## src/rtl/fft_bfly_add_pkg.sv

```systemverilog
// Shared FFT definitions: datapath width helpers and twiddle-table constants.
package fft_bfly_add_pkg;

  // Twiddle factors for a 16-point transform, Q1.15, first quadrant (k = 0..3).
  localparam int TW_FRAC_BITS = 15;
  localparam logic signed [15:0] TW_COS [4] = '{16'sd32767, 16'sd30274, 16'sd23170, 16'sd12540};
  localparam logic signed [15:0] TW_SIN [4] = '{16'sd0, -16'sd12540, -16'sd23170, -16'sd30274};

  // Width of one twiddle product: one extra bit when the multiplier keeps
  // its compensation bit.
  function automatic int prod_w(input int dw, input bit compens);
    return compens ? dw + 1 : dw;
  endfunction

  // Width of one butterfly output: P+1 with full growth, P when halved.
  function automatic int out_w(input int p, input bit scale);
    return scale ? p : p + 1;
  endfunction

  // Width of an occupancy counter that must represent 0..depth.
  function automatic int cnt_w(input int depth);
    return $clog2(depth) + 1;
  endfunction

endpackage

```

## src/rtl/fft_bfly_add_if.sv

```systemverilog
// Butterfly-adder bus: top-sample stream, twiddle-product strobe and results.
interface fft_bfly_add_if #(
  parameter int DW = 16,
  parameter int PW = 16,
  parameter int OW = 17,
  parameter int CW = 4
);

  logic                 top_valid;
  logic                 top_ready;
  logic signed [DW-1:0] top_i;
  logic signed [DW-1:0] top_q;

  logic                 prod_valid;
  logic signed [PW-1:0] prod_minus_i;
  logic signed [PW-1:0] prod_minus_q;
  logic signed [PW-1:0] prod_plus_i;
  logic signed [PW-1:0] prod_plus_q;

  logic signed [OW-1:0] out0_i;
  logic signed [OW-1:0] out0_q;
  logic signed [OW-1:0] out1_i;
  logic signed [OW-1:0] out1_q;
  logic                 out_valid;

  logic [CW-1:0]        fifo_count;
  logic                 underflow;

  modport master (
    output top_valid, top_i, top_q,
    output prod_valid, prod_minus_i, prod_minus_q, prod_plus_i, prod_plus_q,
    input  top_ready, out0_i, out0_q, out1_i, out1_q, out_valid,
    input  fifo_count, underflow
  );

  modport slave (
    input  top_valid, top_i, top_q,
    input  prod_valid, prod_minus_i, prod_minus_q, prod_plus_i, prod_plus_q,
    output top_ready, out0_i, out0_q, out1_i, out1_q, out_valid,
    output fifo_count, underflow
  );

endinterface

```

## src/rtl/fft_bfly_add_fifo.sv

```systemverilog
// Top-sample buffer: synchronous FIFO with occupancy count.
// DEPTH must be a power of two (>= 2) so the pointers wrap by overflow.
module fft_sample_fifo #(
  parameter int WIDTH = 32,
  parameter int DEPTH = 8
) (
  input  logic                       clk,
  input  logic                       reset_n,
  input  logic                       push_i,
  input  logic                       pop_i,
  input  logic [WIDTH-1:0]           din_i,
  output logic [WIDTH-1:0]           dout_o,
  output logic                       full_o,
  output logic                       empty_o,
  output logic [$clog2(DEPTH):0]     count_o
);

  localparam int AW = $clog2(DEPTH);
  localparam int CW = AW + 1;

  logic [WIDTH-1:0] mem [DEPTH];
  logic [AW-1:0]    wr_ptr_q, wr_ptr_d;
  logic [AW-1:0]    rd_ptr_q, rd_ptr_d;
  logic [CW-1:0]    count_q, count_d;
  logic             do_push, do_pop;

  assign full_o  = (count_q == CW'(DEPTH));
  assign empty_o = (count_q == '0);
  assign count_o = count_q;
  assign dout_o  = mem[rd_ptr_q];

  assign do_push = push_i && !full_o;
  assign do_pop  = pop_i && !empty_o;

  // Next pointers and occupancy; a simultaneous push and pop leave count unchanged.
  always_comb begin
    wr_ptr_d = wr_ptr_q;
    rd_ptr_d = rd_ptr_q;
    count_d  = count_q;
    if (do_push) wr_ptr_d = wr_ptr_q + AW'(1);
    if (do_pop)  rd_ptr_d = rd_ptr_q + AW'(1);
    count_d = count_q + CW'(do_push) - CW'(do_pop);
  end

  // Pointer and count registers, cleared by reset.
  always_ff @(posedge clk) begin
    if (!reset_n) begin
      wr_ptr_q <= '0;
      rd_ptr_q <= '0;
      count_q  <= '0;
    end else begin
      wr_ptr_q <= wr_ptr_d;
      rd_ptr_q <= rd_ptr_d;
      count_q  <= count_d;
    end
  end

  // Storage array; contents are don't-care until written.
  always_ff @(posedge clk) begin
    if (reset_n && do_push) mem[wr_ptr_q] <= din_i;
  end

endmodule

```

## src/rtl/fft_bfly_add.sv

```systemverilog
// Radix-2 butterfly adder: pairs each buffered top sample with the strobed
// +W*b / -W*b products and emits a+(-W*b) and a+(+W*b) two cycles later.
module fft_bfly_add
  import fft_bfly_add_pkg::*;
#(
  parameter int    DATA_FFT_SIZE = 16,
  parameter string COMPENS_FP    = "false",
  parameter string SCALE         = "false",
  parameter int    FIFO_DEPTH    = 8
) (
  input  logic           clk,
  input  logic           reset_n,
  fft_bfly_add_if.slave  bus
);

  localparam bit COMP_ON  = (COMPENS_FP == "add");
  localparam bit SCALE_ON = (SCALE == "true");
  localparam int DW = DATA_FFT_SIZE;
  localparam int P  = prod_w(DW, COMP_ON);
  localparam int WO = out_w(P, SCALE_ON);
  localparam int CW = cnt_w(FIFO_DEPTH);
  localparam int FW = 2 * DW;

  logic          push, pop, full, empty;
  logic [FW-1:0] fifo_dout;
  logic [CW-1:0] count;

  // Stage 1: operands widened to P+1 so the stage-2 sums cannot overflow.
  // Index 0 = I, 1 = Q.
  logic signed [P:0] a_q  [2];
  logic signed [P:0] pm_q [2];
  logic signed [P:0] pp_q [2];
  logic              v1_q;
  logic              underflow_q;

  // Stage 2: 0 = out0_i, 1 = out0_q, 2 = out1_i, 3 = out1_q.
  logic signed [P:0]    sum   [4];
  logic signed [WO-1:0] res_d [4];
  logic signed [WO-1:0] res_q [4];
  logic                 out_valid_q;

  // No bypass: a product arriving while the buffer is empty is never paired,
  // even if a sample is pushed in the same cycle.
  assign push = bus.top_valid && !full;
  assign pop  = bus.prod_valid && !empty;

  fft_sample_fifo #(
    .WIDTH (FW),
    .DEPTH (FIFO_DEPTH)
  ) u_fifo (
    .clk     (clk),
    .reset_n (reset_n),
    .push_i  (push),
    .pop_i   (pop),
    .din_i   ({bus.top_i, bus.top_q}),
    .dout_o  (fifo_dout),
    .full_o  (full),
    .empty_o (empty),
    .count_o (count)
  );

  // Capture the oldest sample and the strobed products on each pop; flag orphans.
  always_ff @(posedge clk) begin
    if (!reset_n) begin
      v1_q        <= 1'b0;
      underflow_q <= 1'b0;
      for (int k = 0; k < 2; k++) begin
        a_q[k]  <= '0;
        pm_q[k] <= '0;
        pp_q[k] <= '0;
      end
    end else begin
      v1_q <= pop;
      if (bus.prod_valid && empty) underflow_q <= 1'b1;
      if (pop) begin
        a_q[0]  <= (P+1)'($signed(fifo_dout[FW-1 -: DW]));
        a_q[1]  <= (P+1)'($signed(fifo_dout[DW-1:0]));
        pm_q[0] <= (P+1)'(bus.prod_minus_i);
        pm_q[1] <= (P+1)'(bus.prod_minus_q);
        pp_q[0] <= (P+1)'(bus.prod_plus_i);
        pp_q[1] <= (P+1)'(bus.prod_plus_q);
      end
    end
  end

  // Butterfly sums in P+1 bits.
  always_comb begin
    sum[0] = a_q[0] + pm_q[0];
    sum[1] = a_q[1] + pm_q[1];
    sum[2] = a_q[0] + pp_q[0];
    sum[3] = a_q[1] + pp_q[1];
  end

  for (genvar k = 0; k < 4; k++) begin : g_ch
    if (SCALE_ON) begin : g_half
      // Round-half-up halving: (s + 1) >>> 1, done one bit wider to keep s+1 exact.
      logic signed [P+1:0] t;
      assign t        = (P+2)'(sum[k]) + (P+2)'(1);
      assign res_d[k] = WO'(t >>> 1);
    end else begin : g_full
      assign res_d[k] = sum[k];
    end
  end

  // Output registers; data holds between strobes.
  always_ff @(posedge clk) begin
    if (!reset_n) begin
      out_valid_q <= 1'b0;
      for (int k = 0; k < 4; k++) res_q[k] <= '0;
    end else begin
      out_valid_q <= v1_q;
      if (v1_q) begin
        for (int k = 0; k < 4; k++) res_q[k] <= res_d[k];
      end
    end
  end

  assign bus.top_ready  = !full;
  assign bus.fifo_count = count;
  assign bus.underflow  = underflow_q;
  assign bus.out_valid  = out_valid_q;
  assign bus.out0_i     = res_q[0];
  assign bus.out0_q     = res_q[1];
  assign bus.out1_i     = res_q[2];
  assign bus.out1_q     = res_q[3];

endmodule

```

## src/flat_wrapper.sv

```systemverilog
// flat-port wrapper written by rule: the top's interface ports become plain ports
module fft_bfly_add_flat import fft_bfly_add_pkg::*;
#(
  parameter int    DATA_FFT_SIZE = 16,
  parameter string COMPENS_FP    = "     ",
  parameter string SCALE         = "     ",
  parameter int    FIFO_DEPTH    = 8
)
  (clk, reset_n, bus_top_valid, bus_top_i, bus_top_q, bus_prod_valid, bus_prod_minus_i, bus_prod_minus_q, bus_prod_plus_i, bus_prod_plus_q, bus_top_ready, bus_out0_i, bus_out0_q, bus_out1_i, bus_out1_q, bus_out_valid, bus_fifo_count, bus_underflow);
  fft_bfly_add_if #(.DW((16)), .PW((16)), .OW((17)), .CW((4))) bus_i ();
  input  logic clk;
  input  logic reset_n;
  input wire logic [$bits(bus_i.top_valid)-1:0] bus_top_valid;
  input wire logic [$bits(bus_i.top_i)-1:0] bus_top_i;
  input wire logic [$bits(bus_i.top_q)-1:0] bus_top_q;
  input wire logic [$bits(bus_i.prod_valid)-1:0] bus_prod_valid;
  input wire logic [$bits(bus_i.prod_minus_i)-1:0] bus_prod_minus_i;
  input wire logic [$bits(bus_i.prod_minus_q)-1:0] bus_prod_minus_q;
  input wire logic [$bits(bus_i.prod_plus_i)-1:0] bus_prod_plus_i;
  input wire logic [$bits(bus_i.prod_plus_q)-1:0] bus_prod_plus_q;
  output wire logic [$bits(bus_i.top_ready)-1:0] bus_top_ready;
  output wire logic [$bits(bus_i.out0_i)-1:0] bus_out0_i;
  output wire logic [$bits(bus_i.out0_q)-1:0] bus_out0_q;
  output wire logic [$bits(bus_i.out1_i)-1:0] bus_out1_i;
  output wire logic [$bits(bus_i.out1_q)-1:0] bus_out1_q;
  output wire logic [$bits(bus_i.out_valid)-1:0] bus_out_valid;
  output wire logic [$bits(bus_i.fifo_count)-1:0] bus_fifo_count;
  output wire logic [$bits(bus_i.underflow)-1:0] bus_underflow;
  assign bus_i.top_valid = bus_top_valid;
  assign bus_i.top_i = bus_top_i;
  assign bus_i.top_q = bus_top_q;
  assign bus_i.prod_valid = bus_prod_valid;
  assign bus_i.prod_minus_i = bus_prod_minus_i;
  assign bus_i.prod_minus_q = bus_prod_minus_q;
  assign bus_i.prod_plus_i = bus_prod_plus_i;
  assign bus_i.prod_plus_q = bus_prod_plus_q;
  assign bus_top_ready = bus_i.top_ready;
  assign bus_out0_i = bus_i.out0_i;
  assign bus_out0_q = bus_i.out0_q;
  assign bus_out1_i = bus_i.out1_i;
  assign bus_out1_q = bus_i.out1_q;
  assign bus_out_valid = bus_i.out_valid;
  assign bus_fifo_count = bus_i.fifo_count;
  assign bus_underflow = bus_i.underflow;
  fft_bfly_add #(.DATA_FFT_SIZE(DATA_FFT_SIZE), .COMPENS_FP(COMPENS_FP), .SCALE(SCALE), .FIFO_DEPTH(FIFO_DEPTH)) u_core (.clk(clk), .reset_n(reset_n), .bus(bus_i));
endmodule
```

## config.mk

```make
export PLATFORM = sky130hd
export DESIGN_NAME = fft_bfly_add_flat
export DESIGN_NICKNAME = d
export VERILOG_FILES = /design/src/rtl/fft_bfly_add_pkg.sv /design/src/rtl/fft_bfly_add_if.sv /design/src/rtl/fft_bfly_add_fifo.sv /design/src/rtl/fft_bfly_add.sv /design/src/flat_wrapper.sv
export SDC_FILE = /design/constraint.sdc
export NUM_CORES = 1
export LEC_CHECK = 0
export BUFFER_PORTS_ARGS = -buffer_cell sky130_fd_sc_hd__buf_2
export CAP_MARGIN = 0
export CORE_MARGIN = 5
export CORE_UTILIZATION = 52
export DETAILED_ROUTE_END_ITERATION = 12
export GPL_TIMING_DRIVEN = 0
export PLACE_DENSITY = 0.74
export SLEW_MARGIN = 20
export SYNTH_ARGS = -nofsm -noshare
export SYNTH_HDL_FRONTEND = slang
export SYNTH_HIERARCHICAL = 1
export SYNTH_SLANG_ARGS = --single-unit
```

## constraint.sdc

```tcl
create_clock -name clk -period 4.8 [get_ports clk]
set_input_delay 0.24 -clock clk [delete_from_list [all_inputs] [get_ports clk]]
set_output_delay 0.24 -clock clk [all_outputs]
set_load 0.02 [all_outputs]
```

==> metrics, run 1 <==
Relative slew margins=43.48%; number of cells produced by synthesis=~1200; cell-by-cell listing of the critical path=inv_1, ha_1, nor3b_1, nor2b_1, clkbuf_1, clkbuf_1, nor2b_1, clkbuf_1, xnor2_1, ha_1, inv_1, fa_1, xnor2_1, and2_1; number of antenna violations at the first check in global routing=2; number of buffers inserted during clock tree synthesis=between 40 and 50; first drt pass iteration count=5; standard-cell row count=71; initial core utilization=a little over half; clock insertion delay at the later pin of the skew report=0.58 ns; Worst Skew=roughly 0.013 ns; launching element type of the critical path=register; clock sinks=roughly 440; RSZ-0062 raised after global routing=no; largest fanout on the critical path=11; Placeable Area=37490 um^2; Vias per Instance=5.695; setup slack at placement=1.087 ns; number of DRC markers after the initial detailed-route iteration=about 990; post-CTS repair timing setup buffer count=0; Critical Path End Type=register; Yosys top cell area share=about 64%; leftover overflow at the end of global routing=0; number of enable-type register cells in the synthesized netlist=420; worst-case hold slack=between 0.015 and 0.02 ns; Clk Tree Root Cell=sky130_fd_sc_hd__clkbuf_16; pin count of the biggest net entering global routing=63; Post-Synthesis Net Count=approximately 1400; Final Setup Violations=0; number of max-cap violations=0; clock tree from TritonCTS=built; vias post-DR=12150; count of state elements after synthesis=about 440; pins over their slew limit=0; slowest cell delay on critical path=0.62 ns; fraction of layout instances using a drive strength above 1=23.26%; worst-case clock buffer depth=3; Cell variety after synth=71; main area contributors after synthesis=sky130_fd_sc_hd__edfxtp_1 64%, sky130_fd_sc_hd__mux4_1 5.3%, sky130_fd_sc_hd__ha_1 4.5%, sky130_fd_sc_hd__and3_1 3.5%, sky130_fd_sc_hd__mux4_2 2.7%; CP required=between 5 and 6 ns; Hold/Removal Path Class=in -> reg; clock-pin slew on the worst setup and hold paths=0.06 ns; CTS Hold Bufs=83; most frequent cell on the critical path=sky130_fd_sc_hd__clkbuf_1; DR DRC count=0; timing startpoint of the critical path=u_core/u_fifo/count_o[2]; number of hold-slack violations in the final timing report=0; most instantiated flip-flop cell in the synthesis netlist=sky130_fd_sc_hd__edfxtp_1; area growth from synthesis to final layout=21.28%; critical register-to-register path startpoint=u_core/u_fifo/count_o[2]; transition time at the pin with the least slew margin=0.8478 ns; slack of the critical path=1.079 ns; total number of H-tree levels=2; Syn. warnings=6; sequential element share of the synthesized area=65.76%; post-layout min period=around 3.7 ns; result of the run=finished, final reports clean; Leakage=just over 9 nW; total negative slack for setup checks=0 ns; die height=204.5 um; net count reported at finish=around 1800; crit-path leading delay family=buffers and inverters; PnR Total Power=0.01147 W; endpoint arrival time on the critical path=4.19 ns; sum of buffers and inverters on the critical path=5; die width=204.5 um; vias in the first global route=12360; min-delay src=bus_prod_minus_q[13]; global-route wire length before repair=around 70000 um; power density over cell area=481.0 nW/um^2; number of top-level design ports=between 150 and 200; cts repair resizes=0; Crit Path Class=reg -> reg; detailed placement HPWL=33430 um; count of input and output buffers=174; post-synthesis area per instance=roughly 16 um^2; Final Cycle Share=77.51%; floorplan die area=41810 um^2; leading area contributor after synthesis=sky130_fd_sc_hd__edfxtp_1; Peak supply drop=0.0002902 V; weighted congestion reported at the end of routability-driven placement=0.9286; proportion of register bits with asynchronous set or reset after synthesis=0%; number of nets still failing antenna checks after routing=0; Post-Synthesis Cell Area=19670 um^2; wire per inst=between 20 and 25 um; final wirelength=46690 um; FMAX=roughly 270 MHz; cell type of the slowest stage on the worst timing path=sky130_fd_sc_hd__clkbuf_1; overall global routing resource usage=22.27%
## power by group
| part | internal (W) | switching (W) |
|---|---|---|
| clock | 0.00204 | 0.00143 |
| sequential | 0.00470 | 0.000225 |
| combinational | 0.00121 | 0.00186 |
## flip-flops by register name, indices dropped and copies added, names as in the netlist, named ones only
signal	cells
u_core/u_fifo/mem	256
u_core/res_q	68
u_core/a_q	32
u_core/pm_q	32
u_core/pp_q	32
u_core/u_fifo/count_o	4
u_core/u_fifo/rd_ptr_q	3
u_core/u_fifo/wr_ptr_q	3
u_core/bus.out_valid	1
u_core/bus.underflow	1
u_core/v1_q	1
## worst paths after layout
kind | end | slack [ns] | cells past startpoint
min reg2reg | u_core/u_fifo/rd_ptr_q[1] | 0.50 | 2
max reg2reg | u_core/u_fifo/count_o[2] | 1.08 | 14
min | u_core/pm_q[0][30] | 0.02 | 2
max | u_core/u_fifo/count_o[2] | 1.08 | 14
## metal layers
metal  GRT usage [%]  wire [um]  up-vias
li1                -          -     5665
met1           29.28      19130     5941
met4           8.782       1742        2
met3           3.491       2831      109
met5               0         13        -
met2           37.57      22970      430
## synthesized netlist by cell type, types with 3 or more instances
cell                       count
sky130_fd_sc_hd__mux4_2       24
sky130_fd_sc_hd__nor2b_1       5
sky130_fd_sc_hd__ha_1         71
sky130_fd_sc_hd__o31ai_1       7
sky130_fd_sc_hd__nor3b_1       7
sky130_fd_sc_hd__o31a_1        5
sky130_fd_sc_hd__buf_1         9
sky130_fd_sc_hd__xnor2_1      14
sky130_fd_sc_hd__nor3_1       20
sky130_fd_sc_hd__xor2_1       13
sky130_fd_sc_hd__o21ai_0      30
sky130_fd_sc_hd__edfxtp_1    420
sky130_fd_sc_hd__o21a_1       12
sky130_fd_sc_hd__inv_1        22
sky130_fd_sc_hd__dfxtp_1      16
sky130_fd_sc_hd__buf_6         7
sky130_fd_sc_hd__a21oi_1      53
sky130_fd_sc_hd__nor2_1       50
sky130_fd_sc_hd__a221oi_1      7
sky130_fd_sc_hd__a21boi_0      3
sky130_fd_sc_hd__mux2_2       33
sky130_fd_sc_hd__mux4_1       40
sky130_fd_sc_hd__or3_1         3
sky130_fd_sc_hd__nand4_1      13
sky130_fd_sc_hd__a211oi_1      6
sky130_fd_sc_hd__nand2_1      60
sky130_fd_sc_hd__a211o_1       6
sky130_fd_sc_hd__fa_1          5
sky130_fd_sc_hd__and2_1       10
sky130_fd_sc_hd__a21o_1       22
sky130_fd_sc_hd__nand2b_1     14
sky130_fd_sc_hd__a31oi_1       5
sky130_fd_sc_hd__buf_2         7
sky130_fd_sc_hd__clkbuf_1     30
sky130_fd_sc_hd__and3_1      111
sky130_fd_sc_hd__o211ai_1      5
sky130_fd_sc_hd__mux2i_1      16
sky130_fd_sc_hd__nand3_1      18
sky130_fd_sc_hd__nor4_1        7
## through the flow
stage | std cells | util (%) | cell area, um^2
2_1_floorplan | 1243 | - | 19670
3_3_place_gp | 1928 | 56.48 | 21180
3_5_place_dp | 1965 | 57.46 | 21540
4_1_cts | 2132 | 63.61 | 23850
5_1_grt | 2133 | 63.62 | 23850
6_report | 2133 | 63.62 | 23850
## cell families (layout without fill, tap and decap cells)
kind of cell               after synthesis  count (layout)  share of synthesized area [%]
DFF                                    436             436                          65.76
and+or+nand+nor                        330             330                          9.067
AOI/OAI and AO/OA                      185             185                          6.375
muxes                                  113             113                          10.80
adders and majority gates               76              76                          5.026
buffers and inverters                   76             454                          1.769
xor gates and xnor gates                27              27                          1.203
other                                    0               1                              0
## area by class of cell
type / count / area (um^2)
clock inverters: 20 / 227.7
flip-flops and latches: 436 / 12930
clock buffers: 64 / 1249
well taps: 511 / 639.4
repair buffers: 294 / 2006
multi-input cells: 731 / 6446
inverters: 22 / 82.58
diodes: 1 / 2.502
fillers: 2720 / 13640
plain buffers: 54 / 265.3
## worst reg2reg max path, cell delays in order (launching register included)
cell	delay, ns
sky130_fd_sc_hd__dfxtp_1	0.32
sky130_fd_sc_hd__inv_1	0.07
sky130_fd_sc_hd__ha_1	0.20
sky130_fd_sc_hd__nor3b_1	0.19
sky130_fd_sc_hd__nor2b_1	0.13
sky130_fd_sc_hd__clkbuf_1	0.62
sky130_fd_sc_hd__clkbuf_1	0.43
sky130_fd_sc_hd__nor2b_1	0.18
sky130_fd_sc_hd__clkbuf_1	0.36
sky130_fd_sc_hd__xnor2_1	0.17
sky130_fd_sc_hd__ha_1	0.20
sky130_fd_sc_hd__inv_1	0.06
sky130_fd_sc_hd__fa_1	0.40
sky130_fd_sc_hd__xnor2_1	0.13
sky130_fd_sc_hd__and2_1	0.15
## cells in the final DEF (no fill, tap or decap), types with 30 or more instances in the layout
cell	instances
sky130_fd_sc_hd__mux4_1	40
sky130_fd_sc_hd__buf_2	196
sky130_fd_sc_hd__a21oi_1	53
sky130_fd_sc_hd__ha_1	71
sky130_fd_sc_hd__o21ai_0	30
sky130_fd_sc_hd__nor2_1	49
sky130_fd_sc_hd__dlygate4sd3_1	83
sky130_fd_sc_hd__clkbuf_16	46
sky130_fd_sc_hd__clkbuf_1	45
sky130_fd_sc_hd__edfxtp_1	420
sky130_fd_sc_hd__mux2_2	33
sky130_fd_sc_hd__and3_1	111
sky130_fd_sc_hd__nand2_1	60
(Power assumes the default switching activity.)
==> run 2: changes to the inputs <==
Settings changed: PLACE_DENSITY 0.74 to 0.71.
Clock period 4.8 ns to 3.5 ns, I/O delays scaled along.
==> run 2 against run 1 <==
- cell count about the same
- global-route usage grew 0.19 points
- flip-flop and latch count is the same
- critical path depth fell by 1
- sequential power is 37% higher
- combinational power grew 38%
- clock skew rose by 0.0012 ns
- fmax increased by 19%
- critical path type unchanged
==> metrics, run 2 (synthesis results as in run 1) <==
initial core utilization=between 50% and 60%; reported net switching power=around 0.0048 W; number of nets still failing antenna checks after routing=0; registers with the most flip-flops=u_core/u_fifo/mem (256), u_core/res_q (68); timing startpoint of the critical path=u_core/u_fifo/count_o[2]; wire per inst=21.99 um; Worst Skew=about 0.014 ns; number of antenna violations at the first check in global routing=2; result of the run=finished, final reports clean; Relative slew margins=40.89%; Reg2Reg Depth=13; total number of H-tree levels=2; first drt pass iteration count=6; number of max-cap violations=0; Vias per Instance=5.690; global-route wire length before repair=between 70000 and 80000 um; detailed placement HPWL=32980 um; area growth from synthesis to final layout=22.16%; clock tree from TritonCTS=built; Final Cycle Share=around nine tenths; worst-case hold slack=0.04224 ns; Leakage=9.235 nW; Crit Path Class=reg -> reg; Hold/Removal Path Class=in -> reg; RSZ-0062 raised after global routing=no; largest fanout on the critical path=19; Placeable Area=37490 um^2; Clk Tree Root Cell=sky130_fd_sc_hd__clkbuf_16; cell-by-cell listing of the critical path=inv_1, ha_1, nor3b_2, nor2b_1, clkbuf_2, nor2b_1, clkbuf_1, xnor2_1, ha_1, inv_1, fa_1, xnor2_1, and2_1; die height=204.5 um; weighted congestion reported at the end of routability-driven placement=0.9081; top library cells by usage in the layout, fill and taps aside=420 x sky130_fd_sc_hd__edfxtp_1, 181 x sky130_fd_sc_hd__buf_2, 111 x sky130_fd_sc_hd__and3_1; CP required=3.95 ns; number of hold-slack violations in the final timing report=0; worst setup path endpoint=u_core/u_fifo/count_o[2]; transition time at the pin with the least slew margin=0.8819 ns; layout filler cell count=2737; standard-cell row count=71; overall global routing resource usage=22.46%; critical path depth=13; clock-pin slew on the worst setup and hold paths=approximately 0.060 ns; Final Setup Violations=0; internal reg-to-reg setup slack=0.37 ns; Worst R2R End=u_core/u_fifo/count_o[2]; pin count of the biggest net entering global routing=51; sequential share of power=43.0%; crit-path leading delay family=buffers and inverters; Internal Dissipation=0.01095 W; net count reported at finish=1762; final wirelength=46870 um; pins over their slew limit=0; launching element type of the critical path=register; leftover overflow at the end of global routing=0; Clock power frac=30.0%; number of top-level design ports=about 180; Critical Path End Type=register; endpoint arrival time on the critical path=about 3.6 ns; power density over cell area=655.7 nW/um^2; switching power share of the total=30.47%; vias post-DR=12130; number of DRC markers after the initial detailed-route iteration=between 1000 and 1500; Largest register FFs=256; number of buffers inserted during clock tree synthesis=44; count of input and output buffers=about 170; fraction of layout instances using a drive strength above 1=a little under a quarter; vias in the first global route=12120; clock insertion delay at the later pin of the skew report=0.57 ns; total negative slack for setup checks=0 ns; worst-case clock buffer depth=3; die width=204.5 um; slowest cell delay on critical path=between 0.4 and 0.5 ns; Peak supply drop=~0.00042 V; sum of buffers and inverters on the critical path=4; DR DRC count=0; post-layout min period=3.130 ns; clock sinks=436; combinational fraction of design power=around 27%; most frequent standard cell in the layout excluding fill and tap cells=sky130_fd_sc_hd__edfxtp_1; largest reg by FF count=u_core/u_fifo/mem; floorplan die area=41810 um^2; FMAX=roughly 320 MHz; critical register-to-register path startpoint=u_core/u_fifo/count_o[2]; cell type of the slowest stage on the worst timing path=sky130_fd_sc_hd__clkbuf_2
[run 2: metal layers]
metal | vias to the layer above | track usage, % | routed length [um]
li1 | 5682 | - | -
met1 | 5933 | 30.82 | 19600
met2 | 415 | 36.96 | 22690
met3 | 96 | 3.443 | 2964
met4 | 0 | 8.040 | 1615
met5 | - | 0 | 0
[run 2: what timing repair did]
action                                 CTS  global route
endpoints found under the hold margin  324             0
gates resized for setup                  2             0
setup endpoints to repair                3             2
buffers inserted                         0             0
gates cloned                             0             0
pin swaps                                0             0
hold buffers                            95             0
[run 2: metrics by stage]
stage	cells	utilization, %	area (um^2)	power, W	worst slack, ns
global placement	1928	56.56	21200	0.01087	-2.585
global route	2130	64.07	24020	0.01647	0.09995
floorplan	1243	-	19690	0.009633	-0.5284
CTS	2129	64.07	24020	0.01582	0.02260
detailed placement	1957	57.67	21620	0.01099	-0.2517
finish	2131	64.08	24020	0.01575	0.3696
[run 2: worst register-to-register path: cells and delay by family (launching register included)]
kind                       cells  cell delay, ns
and+or+nand+nor                4            0.65
DFF                            1            0.32
xor gates and xnor gates       2            0.33
adders and majority gates      3            0.80
buffers and inverters          4            0.93
[run 2: worst min-delay path by stage]
stage	depth (start not counted)	to	start	slack, ns
detailed placement	1	u_core/u_fifo/mem[1][28]	bus_top_i[12]	0.45
global placement	1	u_core/u_fifo/mem[4][14]	bus_top_q[14]	0.43
global route	2	u_core/pp_q[0][17]	bus_prod_plus_q[0]	0.02
CTS	2	u_core/pp_q[0][19]	bus_prod_plus_q[2]	0.01
finish	2	u_core/pp_q[0][16]	bus_prod_plus_i[15]	0.04
floorplan	0	u_core/u_fifo/mem[0][0]	bus_top_q[0]	0.27
[run 2: power groups by stage]
stage               sequential (W)  combinational [W]  clock [W]
floorplan                  0.00697            0.00266          0
global placement           0.00690            0.00398          0
detailed placement         0.00687            0.00412          0
CTS                        0.00677            0.00423    0.00481
global route               0.00682            0.00464    0.00502
finish                     0.00677            0.00425    0.00473
[run 2: final cells by class]
class / instances / area [um^2] / area share, %
multi-input cells: 731 / 6484 / 26.99
repair buffers: 298 / 2172 / 9.042
clock buffers: 52 / 1162 / 4.839
plain buffers: 53 / 262.8 / 1.094
flip-flops and latches: 436 / 12930 / 53.83
diodes: 3 / 7.507 / 0.03125
inverters: 22 / 82.58 / 0.3438
well taps: 511 / 639.4 / 2.661
clock inverters: 25 / 280.3 / 1.167
